File: src/rtl/ternary_acc_pkg.sv
// Shared types and default widths for the ternary frame accumulator.
package ternary_acc_pkg;

  localparam int DEF_WIDTH     = 16;
  localparam int DEF_CNT_WIDTH = 16;

  typedef enum logic {
    ACCUM = 1'b0,
    DONE  = 1'b1
  } acc_state_t;

endpackage

File: src/rtl/ternary_adder.sv
// Three-operand unsigned adder; the only arithmetic element of the accumulator.
module ternary_adder #(
  parameter int W = 26
) (
  input  logic [W-1:0] a,
  input  logic [W-1:0] b,
  input  logic [W-1:0] c,
  output logic [W-1:0] sum
);

  assign sum = a + b + c;

endmodule

File: src/rtl/ternary_accumulator.sv
// Streaming frame accumulator: sums in_a + in_b per beat and reports the
// frame total, beat count and sticky overflow when the last beat arrives.
module ternary_accumulator
  import ternary_acc_pkg::*;
#(
  parameter int WIDTH     = DEF_WIDTH,
  parameter int ACC_WIDTH = WIDTH + 8,
  parameter int CNT_WIDTH = DEF_CNT_WIDTH
) (
  input  logic                 clk,
  input  logic                 rst_n,
  input  logic                 clr,
  input  logic                 in_valid,
  output logic                 in_ready,
  input  logic [WIDTH-1:0]     in_a,
  input  logic [WIDTH-1:0]     in_b,
  input  logic                 in_last,
  output logic                 out_valid,
  input  logic                 out_ready,
  output logic [ACC_WIDTH-1:0] out_sum,
  output logic [CNT_WIDTH-1:0] out_count,
  output logic                 out_ovf
);

  localparam int AW = ACC_WIDTH + 2;

  acc_state_t state_q, state_d;

  logic [ACC_WIDTH-1:0] acc;
  logic [CNT_WIDTH-1:0] cnt;
  logic                 ovf;

  logic [AW-1:0]        add_acc, add_a, add_b, add_sum;
  logic [ACC_WIDTH-1:0] acc_next;
  logic                 ovf_next;
  logic [CNT_WIDTH-1:0] cnt_next;
  logic                 inc_carry;
  logic                 beat;

  assign in_ready  = (state_q == ACCUM);
  assign out_valid = (state_q == DONE);
  assign beat      = in_valid && in_ready && !clr;

  assign add_acc = {2'b00, acc};
  assign add_a   = {{(AW-WIDTH){1'b0}}, in_a};
  assign add_b   = {{(AW-WIDTH){1'b0}}, in_b};

  ternary_adder #(.W(AW)) u_adder (
    .a   (add_acc),
    .b   (add_a),
    .c   (add_b),
    .sum (add_sum)
  );

  assign acc_next = add_sum[ACC_WIDTH-1:0];
  assign ovf_next = ovf | (|add_sum[AW-1:ACC_WIDTH]);

  // Saturating increment built from a carry ripple so the adder above stays
  // the block's only arithmetic; an all-ones count starts with no carry in.
  always_comb begin
    cnt_next  = cnt;
    inc_carry = ~&cnt;
    for (int i = 0; i < CNT_WIDTH; i++) begin
      cnt_next[i] = cnt[i] ^ inc_carry;
      inc_carry   = inc_carry & cnt[i];
    end
  end

  // NOTE: every always_comb output gets a default first so no path leaves it
  // unassigned, which would otherwise infer a latch.
  always_comb begin
    state_d = state_q;
    if (clr) begin
      state_d = ACCUM;
    end else begin
      unique case (state_q)
        ACCUM: if (beat && in_last) state_d = DONE;
        DONE:  if (out_ready)       state_d = ACCUM;
        default: state_d = ACCUM;
      endcase
    end
  end

  // NOTE: sequential state uses non-blocking assignments so every register
  // samples pre-edge values regardless of statement order.
  always_ff @(posedge clk or negedge rst_n) begin
    if (!rst_n) begin
      state_q <= ACCUM;
    end else begin
      state_q <= state_d;
    end
  end

  always_ff @(posedge clk or negedge rst_n) begin
    if (!rst_n) begin
      acc       <= '0;
      cnt       <= '0;
      ovf       <= 1'b0;
      out_sum   <= '0;
      out_count <= '0;
      out_ovf   <= 1'b0;
    end else if (clr) begin
      acc <= '0;
      cnt <= '0;
      ovf <= 1'b0;
    end else if (beat) begin
      if (in_last) begin
        out_sum   <= acc_next;
        out_count <= cnt_next;
        out_ovf   <= ovf_next;
        acc       <= '0;
        cnt       <= '0;
        ovf       <= 1'b0;
      end else begin
        acc <= acc_next;
        cnt <= cnt_next;
        ovf <= ovf_next;
      end
    end
  end

endmodule

File: config.mk
export PLATFORM = sky130hd
export DESIGN_NAME = ternary_accumulator
export DESIGN_NICKNAME = d
export VERILOG_FILES = /design/src/rtl/ternary_acc_pkg.sv /design/src/rtl/ternary_adder.sv /design/src/rtl/ternary_accumulator.sv
export SDC_FILE = /design/constraint.sdc
export NUM_CORES = 1
export LEC_CHECK = 0
export CORE_UTILIZATION = 55
export DETAILED_ROUTE_END_ITERATION = 12
export PLACE_DENSITY = 0.81
export SLEW_MARGIN = 10
export SYNTH_ARGS = -nofsm -noshare
export SYNTH_HDL_FRONTEND = slang
export SYNTH_SLANG_ARGS = --single-unit
export TNS_END_PERCENT = 100
File: constraint.sdc
create_clock -name clk -period 5.4 [get_ports clk]
set_input_delay 0.81 -clock clk [delete_from_list [all_inputs] [get_ports clk]]
set_output_delay 0.81 -clock clk [all_outputs]
set_load 0.03 [all_outputs]
==> qor.yml <==
hp-class: "reg -> reg"
crit_arrival_ns: 5.27
hpwl_mm: 9.70
synth_cells: 591
cts_made_buffers: 9
fp.coreArea_um2: 9370
worst_pin_slew_ns: 1.05
synthArstFlopShare: 1.00
fin_skew_ns: 0.0156
final-setup-viol-count: 0
synth_seq_cells: 83
synth_top_area_cell: "dfrtp_1"
crit_chain: "clkdlybuf4s50_1, ha_1, inv_1, fa_1, nand2b_1, a21oi_2, o21ai_0, nor2b_1, o21ai_0, a31oi_1, xnor2_1, ha_1, o21a_1, o21ai_0, a21oi_1, a31o_2, nand4_1, or4_1, a32o_1"
ys.flop_type: "dfrtp_1"
num-fill-cells: 802
rows: 35
drc: 0
cpPeakStageDelay_ns: 0.60
numPortBuffers: 80
yosysUniqueCellTypes: 67
final.setup.tns_ns: 0
ir_drop_mv: 0.194
place.gp.congestion: 0.866
avgSynthCellArea_um2: 9.13
fin_nets: 745
synth_edf_count: 0
drive_gt1_frac: 0.0604
critPathLaunchType: "input pin"
antenna_found_initial: 0
crit_top_cell: "o21ai_0"
synth_fp_nets: 679
die_h_um: 101
cp_top_family: "compound AO/OA/AOI/OAI gates"
clkTransAtPathRegs_ns: 0.09
cts_max_level: 3
critical_path.max_fanout: 6
cp.required_ns: 5.65
grt_overflow: 0
worstHoldStart: "out_count[12]"
critical_path.startpoint: "in_a[0]"
vias: 4665
cp-end-kind: "register"
seq_area_frac_synth: 0.385
start_util: 0.576
timing.rr.start: "acc[0]"
fin_crit_sh: 0.929
netlist_area_um2: 5400
p_total_uw: 2120
max_freq_mhz: 199
yosys-top-cells-count: "124 x nand2_1, 83 x dfrtp_1, 56 x o21ai_0, 48 x ha_1, 34 x a21oi_1"
synth_warnings: 0
wl_per_cell_um: 16.7
cts_root_buf: "clkbuf_8"
status: "finished clean"
place_ws_ns: 0.0900
io_pins: 81
setup_ws_ns: 0.381
grt_util_all_layers: 0.281
cts_resized: 0
diodes: 0
insertion_delay_ns: 0.37
slew_headroom: 0.297
die-area_um2: 10200
cts_buffer_depth: 2
drt-total-wl_mm: 13.2
p_leak_uw: 0.00294
cts_tree: "built"
cts.sinks: 83
synthTopCellsByArea: "dfrtp_1 38%, ha_1 11%, nand2_1 8.6%"
grt_pass1_wl_mm: 22.3
slew_viol_final: 0
r2r_setup_slack_ns: 0.91
die_w_um: 101
period_minus_slack_ns: 5.02
drt-pass1-iter-count: 5
power_density_nw_per_um2: 330
finalHoldViolCount: 0
yosys.area.top_type_share: 0.385
areaGrowthSynthToFinish_pct: 19.1
grt_pass1_vias: 4602
cts-hold-fix-buffers: 0
viasPerCell: 5.90
grt_max_degree: 84
cp.buffers_inverters: 2
ant_nets: 0
postCtsSetupBuffers: 0
maxCapViolations: 0
yosysMostFrequentCell: "nand2_1"
grt_setup_unrepaired: "no"
cp_slowest_cell: "or4_1"
critical_path_class: "in -> reg"
drtIter0Drc: 220
==> logic make-up after synthesis <==
group / after synthesis / synth area share
flops: 83 / 0.385
buf+inv: 43 / 0.0371
xor+xnor: 36 / 0.0598
compound gates: 176 / 0.224
fa+ha+maj: 50 / 0.119
simple gates: 203 / 0.176
==> tightest hold or removal path: stages (launching register included) <==
cell	delay (ns)
dfrtp_1	0.35
nand2_1	0.05
nand2_1	0.06
==> power breakdown <==
| group | internal, uW | leakage, uW | switching [uW] | total [uW] |
|---|---|---|---|---|
| clock network | 171 | 0.0000795 | 256 | 427 |
| logic | 383 | 0.00173 | 560 | 943 |
| registers | 700 | 0.00112 | 48.8 | 749 |
| total | 1250 | 0.00294 | 865 | 2120 |
==> metrics by stage <==
step                      utilization  hold WS, ns  cell area [um^2]  std cells
after detailed placement        0.667        0.463              6250        775
after floorplan                     -        0.454              5400        591
after global routing            0.686        0.507              6420        791
after CTS                       0.686        0.485              6420        791
after global placement          0.667        0.460              6250        775
final                           0.686        0.482              6420        791
==> routing by layer <==
layer / part of all wire / global-route usage / vias up / wire, um
met5: 0 / 0 / - / 0
met4: 0.019 / 0.0981 / 0 / 245
met3: 0.050 / 0.0388 / 24 / 654
met2: 0.48 / 0.460 / 149 / 6320
met1: 0.45 / 0.380 / 2224 / 5970
li1: - / - / 2268 / -
==> registers in the layout, summed over array words and instances (netlist names) <==
name       count
ovf            1
acc           24
cnt           16
out_ovf        1
out_count     16
out_sum       24
out_valid      1
==> final timing paths <==
path | to | cells past startpoint
max in group asynchronous | acc[3] | 1
setup reg to reg | acc[21] | 18
hold reg to reg | out_count[12] | 2
hold / removal | out_count[12] | 2
setup / recovery | acc[21] | 19
min in group asynchronous | acc[10] | 1
==> placed cells by master (no fill, tap or decap), drive strengths merged, types with 6 or more instances in the layout <==
| cell type | count |
|---|---|
| a21oi | 37 |
| a22o | 17 |
| and2 | 7 |
| and3 | 7 |
| clkbuf | 10 |
| clkdlybuf4s50 | 79 |
| dfrtp | 83 |
| ha | 48 |
| inv | 16 |
| nand2 | 125 |
| nand2b | 6 |
| nand3 | 8 |
| nand4 | 12 |
| nor2 | 13 |
| nor3 | 6 |
| o211ai | 9 |
| o21ai | 59 |
| o31ai | 6 |
| or3 | 6 |
| xnor2 | 22 |
| xor2 | 14 |
==> layout make-up <==
type | instances | area, um^2 | area share
flip-flops and latches | 83 | 2080 | 0.323
clock inverters | 6 | 48.8 | 0.00759
clock buffers | 10 | 128 | 0.0199
inverters | 14 | 52.6 | 0.00818
multi-input cells | 465 | 3130 | 0.487
repair buffers | 84 | 828 | 0.129
well taps | 129 | 161 | 0.0251
No activity file was read; power rests on OpenSTA's default activity.
==> variant 1 (same settings) <==
Put one more register stage on the output `out_ovf`. The value now appears one clock later. The other outputs are not delayed to match.
--- a/src/rtl/ternary_accumulator.sv
+++ b/src/rtl/ternary_accumulator.sv
@@ -24,4 +24,6 @@
 
   localparam int AW = ACC_WIDTH + 2;
+
+  logic out_ovf_s0;
 
   acc_state_t state_q, state_d;
@@ -99,5 +101,5 @@
       out_sum   <= '0;
       out_count <= '0;
-      out_ovf   <= 1'b0;
+      out_ovf_s0 <= 1'b0;
     end else if (clr) begin
       acc <= '0;
@@ -108,5 +110,5 @@
         out_sum   <= acc_next;
         out_count <= cnt_next;
-        out_ovf   <= ovf_next;
+        out_ovf_s0 <= ovf_next;
         acc       <= '0;
         cnt       <= '0;
@@ -120,4 +122,8 @@
   end
 
+  always_ff @(posedge clk) begin
+    out_ovf <= out_ovf_s0;
+  end
+
 endmodule
 
Formal check against the unedited RTL: no difference found for any inputs over 4 cycles, from zero or initial values and one cycle with rst_n low; that may be too few to reach the edited logic, so the function may still have changed.
==> variant 1 against the original RTL <==
  * Largest power group unchanged
  * Highest routed layer unchanged
  * Sequential cell count is 1 higher
  * Final cell count increased by 0.13%
  * Clock power up 12%
  * Worst hold slack worse by 100 ps
  * Area after synthesis rose by 0.37%
  * Non-clock buffer count did not move
  * Final area increased by 0.78%
  * Routed wire length down 1.8%
  * Register-to-register slack better by 80 ps
  * Utilization rose by 0.53 points
  * Via count fell by 0.81%
  * Worst setup slack better by 110 ps
  * Total power is 3.0% higher
==> variant 1: results (changes against the original RTL) <==
metric;value;unit;change
outcome;complete, no violations;;
numPortBuffers;80;;unchanged
grt_pass1_wl;22.1;mm;-1.2%
synth_fp_nets;680;;+0.15%
dp.cells;776;;+0.13%
layout-drive-gt1-share;6.18;%;+0.14 points
yosys_warnings;0;;unchanged
r2r_start;cnt[15];;
grt_max_degree;84;;unchanged
antenna_cells;0;;unchanged
min_path_cells;0;;-2
layout.nets;746;;+0.13%
leakage;2.97;nW;+1.1%
synthTopCellsByCount;nand2_1 (124), dfrtp_1 (83), o21ai_0 (56);;
synthTopCellsByArea;dfrtp_1 (38%), ha_1 (11%), nand2_1 (8.6%);;
clockRootBuffer;clkbuf_8;;
relSlewSlack;27.5;%;-2.2 points
top_regs;acc x24, out_sum x24;;
fin_tns_setup;0;ps;unchanged
gp_congestion;0.878;;+1.4%
reg2reg_slack;990;ps;+80 ps
drt-initial-drc-count;170;;-23%
seq_area_frac_synth;38.7;%;+0.23 points
hp-start;out_ovf_s0;;
async_flop_share;98.8;%;-1.2 points
antenna_found_initial;0;;unchanged
dp_hpwl;9.46;mm;-2.5%
grtUsageTotal;27.3;%;-0.71 points
via_per_inst;5.84;;-0.94%
path_clk_slew;100;ps;
reg2reg_to;cnt[14];;
layoutNonFillerInstCount;792;;+0.13%
fillers;797;;-0.62%
cpPeakStageDelay;600;ps;about the same
grt_pass1_vias;4658;;+1.2%
cts_resized;0;;unchanged
cts_buffers;9;;unchanged
worstHoldEndpoint;out_ovf;;
wl;12.9;mm;-1.8%
sw_frac_of_total;39.8;%;-1.0 points
synth_cell_type_count;68;;+1.5%
clock_latency;370;ps;about the same
finClkSkew;22.1;ps;+6.50 ps
worstPathMaxFanout;4;;-2
firstDrtPassIters;4;;-1
cts_htree_levels;3;;unchanged
ir_drop;0.231;mV;+19%
hold_class;flip-flop to flip-flop;;
cts_setup_buffers;0;;unchanged
avgSynthCellArea;9.15;um^2;+0.20%
reg2reg_depth;18;;unchanged
==> variant 1: cell count changes after synthesis, sizes merged <==
| cell | change |
|---|---|
| dfxtp | +1 |
==> variant 1: how the worst max path moves through the flow <==
stage | cells past startpoint | slack [ps] | start | endpoint
6_report | 17 | 490 | in_a[1] | acc[21]
3_5_place_dp | 19 | 170 | in_a[0] | acc[21]
5_1_grt | 17 | 200 | in_a[1] | acc[21]
4_1_cts | 19 | 540 | in_a[0] | acc[21]
3_3_place_gp | 19 | 260 | in_a[0] | acc[21]
2_1_floorplan | 18 | 910 | in_a[0] | acc[21]
==> variant 1: kinds of logic (layout without fill, tap and decap cells) <==
kind of cell,Yosys count,in the layout,synth area share [%]
buf+inv,43,114,3.70
fa+ha+maj,50,50,11.8
compound gates,176,176,22.3
simple gates,203,203,17.5
xor+xnor,36,36,5.96
flops,84,84,38.7
==> variant 1: layout make-up <==
cell class / instances / area (um^2) / share of cell area (%)
sequential: 84 / 2100 / 32.4
clock buffer: 9 / 124 / 1.91
inverter: 14 / 52.6 / 0.812
multi-input combinational: 465 / 3130 / 48.3
clock inverter: 7 / 82.6 / 1.28
timing repair buffer: 84 / 828 / 12.8
tap: 129 / 161 / 2.49
==> variant 1: worst max-delay path: cells and delay by family <==
kind | cells | cell delay [ps]
AOI/OAI and AO/OA | 11 | 2280
and+or+nand+nor | 2 | 770
adders and majority gates | 2 | 680
buffers and inverters | 1 | 460
xor gates and xnor gates | 1 | 180
==> variant 1: routing by layer <==
layer | vias to the layer above | share of wire (%) | track usage [%]
li1 | 2273 | - | -
met1 | 2178 | 47 | 36.9
met2 | 151 | 46 | 44.0
met3 | 25 | 5.1 | 5.38
met4 | 0 | 2.2 | 9.70
met5 | - | 0 | 0
==> variant 1: per-stage QoR <==
stage	total power [W]	setup WS (ps)	cell area (um^2)	hold slack [ps]	utilization [%]
final	0.00218	489	6470	382	69.1
after global routing	0.00232	205	6470	398	69.1
after CTS	0.00219	537	6470	385	69.1
after detailed placement	0.00171	173	6270	362	66.9
after global placement	0.00169	261	6270	357	66.9
after floorplan	0.00141	909	5420	348	-
==> variant 1: power groups by stage <==
| stage | sequential, W | combinational (W) | clock, W |
|---|---|---|---|
| 3_3_place_gp | 0.000767 | 0.000920 | 0 |
| 4_1_cts | 0.000759 | 0.000945 | 0.000489 |
| 3_5_place_dp | 0.000769 | 0.000938 | 0 |
| 5_1_grt | 0.000769 | 0.00104 | 0.000514 |
| 6_report | 0.000758 | 0.000946 | 0.000479 |
| 2_1_floorplan | 0.000887 | 0.000520 | 0 |
==> variant 2 (same flow settings) <==
Without the edit above. Set the package constant `DEF_WIDTH` to 18 (it was 16).
--- a/src/rtl/ternary_acc_pkg.sv
+++ b/src/rtl/ternary_acc_pkg.sv
@@ -2,5 +2,5 @@
 package ternary_acc_pkg;
 
-  localparam int DEF_WIDTH     = 16;
+  localparam int DEF_WIDTH     = 18;
   localparam int DEF_CNT_WIDTH = 16;
 
Ports: changed (resized in_a, in_b and out_sum); port bits go from 81 to 87. The function was not compared with the original's and may differ.
==> variant 2 against the original RTL <==
  * Worst setup slack lost 29 ps
  * Clock power grew 28%
  * Synthesized cell count grew 4.7%
  * Sequential cell count grew 4
  * First-iteration DRC count shrank 0.45%
  * Final area grew 7.2%
  * Total power grew 16%
  * Routed wire length grew 7.0%
  * Sequential power grew 6.3%
  * Area after synthesis grew 5.7%
  * Non-clock buffer count grew 10
  * Via count grew 7.3%
  * Worst hold slack lost 140 ps
  * Highest routed layer unchanged
==> variant 2: results (changes against the original RTL) <==
metric;value;unit;change
outcome;complete, no violations;;
synthTopCellsByCount;nand2_1 (116), dfrtp_1 (87), o21ai_0 (58);;
layout-drive-gt1-share;6.96;%;+0.92 points
layoutNonFillerInstCount;837;;+5.8%
dp.cells;821;;+5.9%
cpPeakStageDelay;410;ps;-190 ps
crit_slowest_cell;clkdlybuf4s50_1;;
top_regs;acc x26, out_sum x26;;
synth_cell_type_count;72;;+7.5%
worstPathMaxFanout;5;;-1
grt_pass1_vias;5095;;+11%
synth_fp_nets;716;;+5.4%
relSlewSlack;22.1;%;-7.6 points
pre_cts_ws;39.8;ps;-50.2 ps
fillers;812;;+1.2%
syn-instance-count;619;;+4.7%
dp_hpwl;10.3;mm;+6.2%
hold_class;input pin to async pin;;
numPortBuffers;86;;+7.5%
grt_max_degree;59;;-30%
via_per_inst;5.98;;+1.4%
grt_pass1_wl;24.2;mm;+8.2%
finClkSkew;11.7;ps;-3.92 ps
wl_per_cell;16.9;um;+1.1%
synthTopCellsByArea;dfrtp_1 (38%), ha_1 (12%), nand2_1 (7.6%);;
drt-initial-drc-count;219;;-0.45%
grtUsageTotal;27.4;%;-0.64 points
leakage;3.18;nW;+8.4%
gp_congestion;0.901;;+4.0%
==> variant 2: timing repair <==
| action | in CTS | in global routing |
|---|---|---|
| hold endpoints to repair | 0 | 0 |
| gates resized for setup | 0 | 1 |
| endpoints found under the setup margin | 0 | 4 |
==> variant 2: cell type report <==
type / instances / area [um^2] / share of cell area (%)
Clock buffer: 9 / 124 / 1.80
Timing Repair Buffer: 94 / 918 / 13.3
Inverter: 15 / 56.3 / 0.817
Tap cell: 133 / 166 / 2.42
Sequential cell: 87 / 2180 / 31.6
Clock inverter: 7 / 109 / 1.58
Multi-Input combinational cell: 492 / 3340 / 48.5
==> variant 2: per-layer routing <==
layer	GRT usage (%)	part of all wire, %	routed length (um)
met3	5.22	4.8	681
met5	0	0	0
met4	9.08	2.1	297
met1	35.7	45	6350
met2	45.9	48	6780
==> variant 2: logic make-up after synthesis <==
| family | Yosys count | synth area share, % |
|---|---|---|
| fa+ha+maj | 55 | 12.3 |
| flops | 87 | 38.2 |
| xor+xnor | 41 | 6.30 |
| buf+inv | 40 | 3.66 |
| mux | 2 | 0.373 |
| simple gates | 204 | 16.5 |
| compound gates | 190 | 22.6 |
==> variant 2: per-stage QoR <==
stage / area (um^2) / utilization [%] / hold WS [ps]
floorplan: 5700 / - / 454
global placement: 6650 / 67.1 / 460
detailed placement: 6650 / 67.1 / 463
CTS: 6880 / 69.5 / 361
global route: 6890 / 69.5 / 375
finish: 6890 / 69.5 / 343
==> variant 2: power groups by stage <==
stage                     clock [W]  combinational (W)  sequential, W
after detailed placement          0            0.00110       0.000808
after global routing       0.000578            0.00122       0.000807
after floorplan                   0           0.000623       0.000938
after CTS                  0.000551            0.00111       0.000796
final                      0.000546            0.00112       0.000796
after global placement            0            0.00107       0.000804
==> variant 2: final timing paths <==
| path | cells past startpoint | slack (ps) | end |
|---|---|---|---|
| min reg2reg | 2 | 490 | out_sum[21] |
| max | 20 | 350 | acc[23] |
| min in group clk | 2 | 490 | out_sum[21] |
| max reg2reg | 19 | 810 | acc[23] |
| max in group asynchronous | 2 | 3990 | acc[2] |
| min | 1 | 340 | out_sum[12] |
==> variant 2: worst register-to-register path: cells and delay by family, from the launching register on <==
family                   cells  cell delay, ps
AO/OA/AOI/OAI               12            2580
adder cells (fa/ha/maj)      3             990
flip-flops                   1             400
AND/OR/NAND/NOR              3             400
XOR/XNOR                     1             130
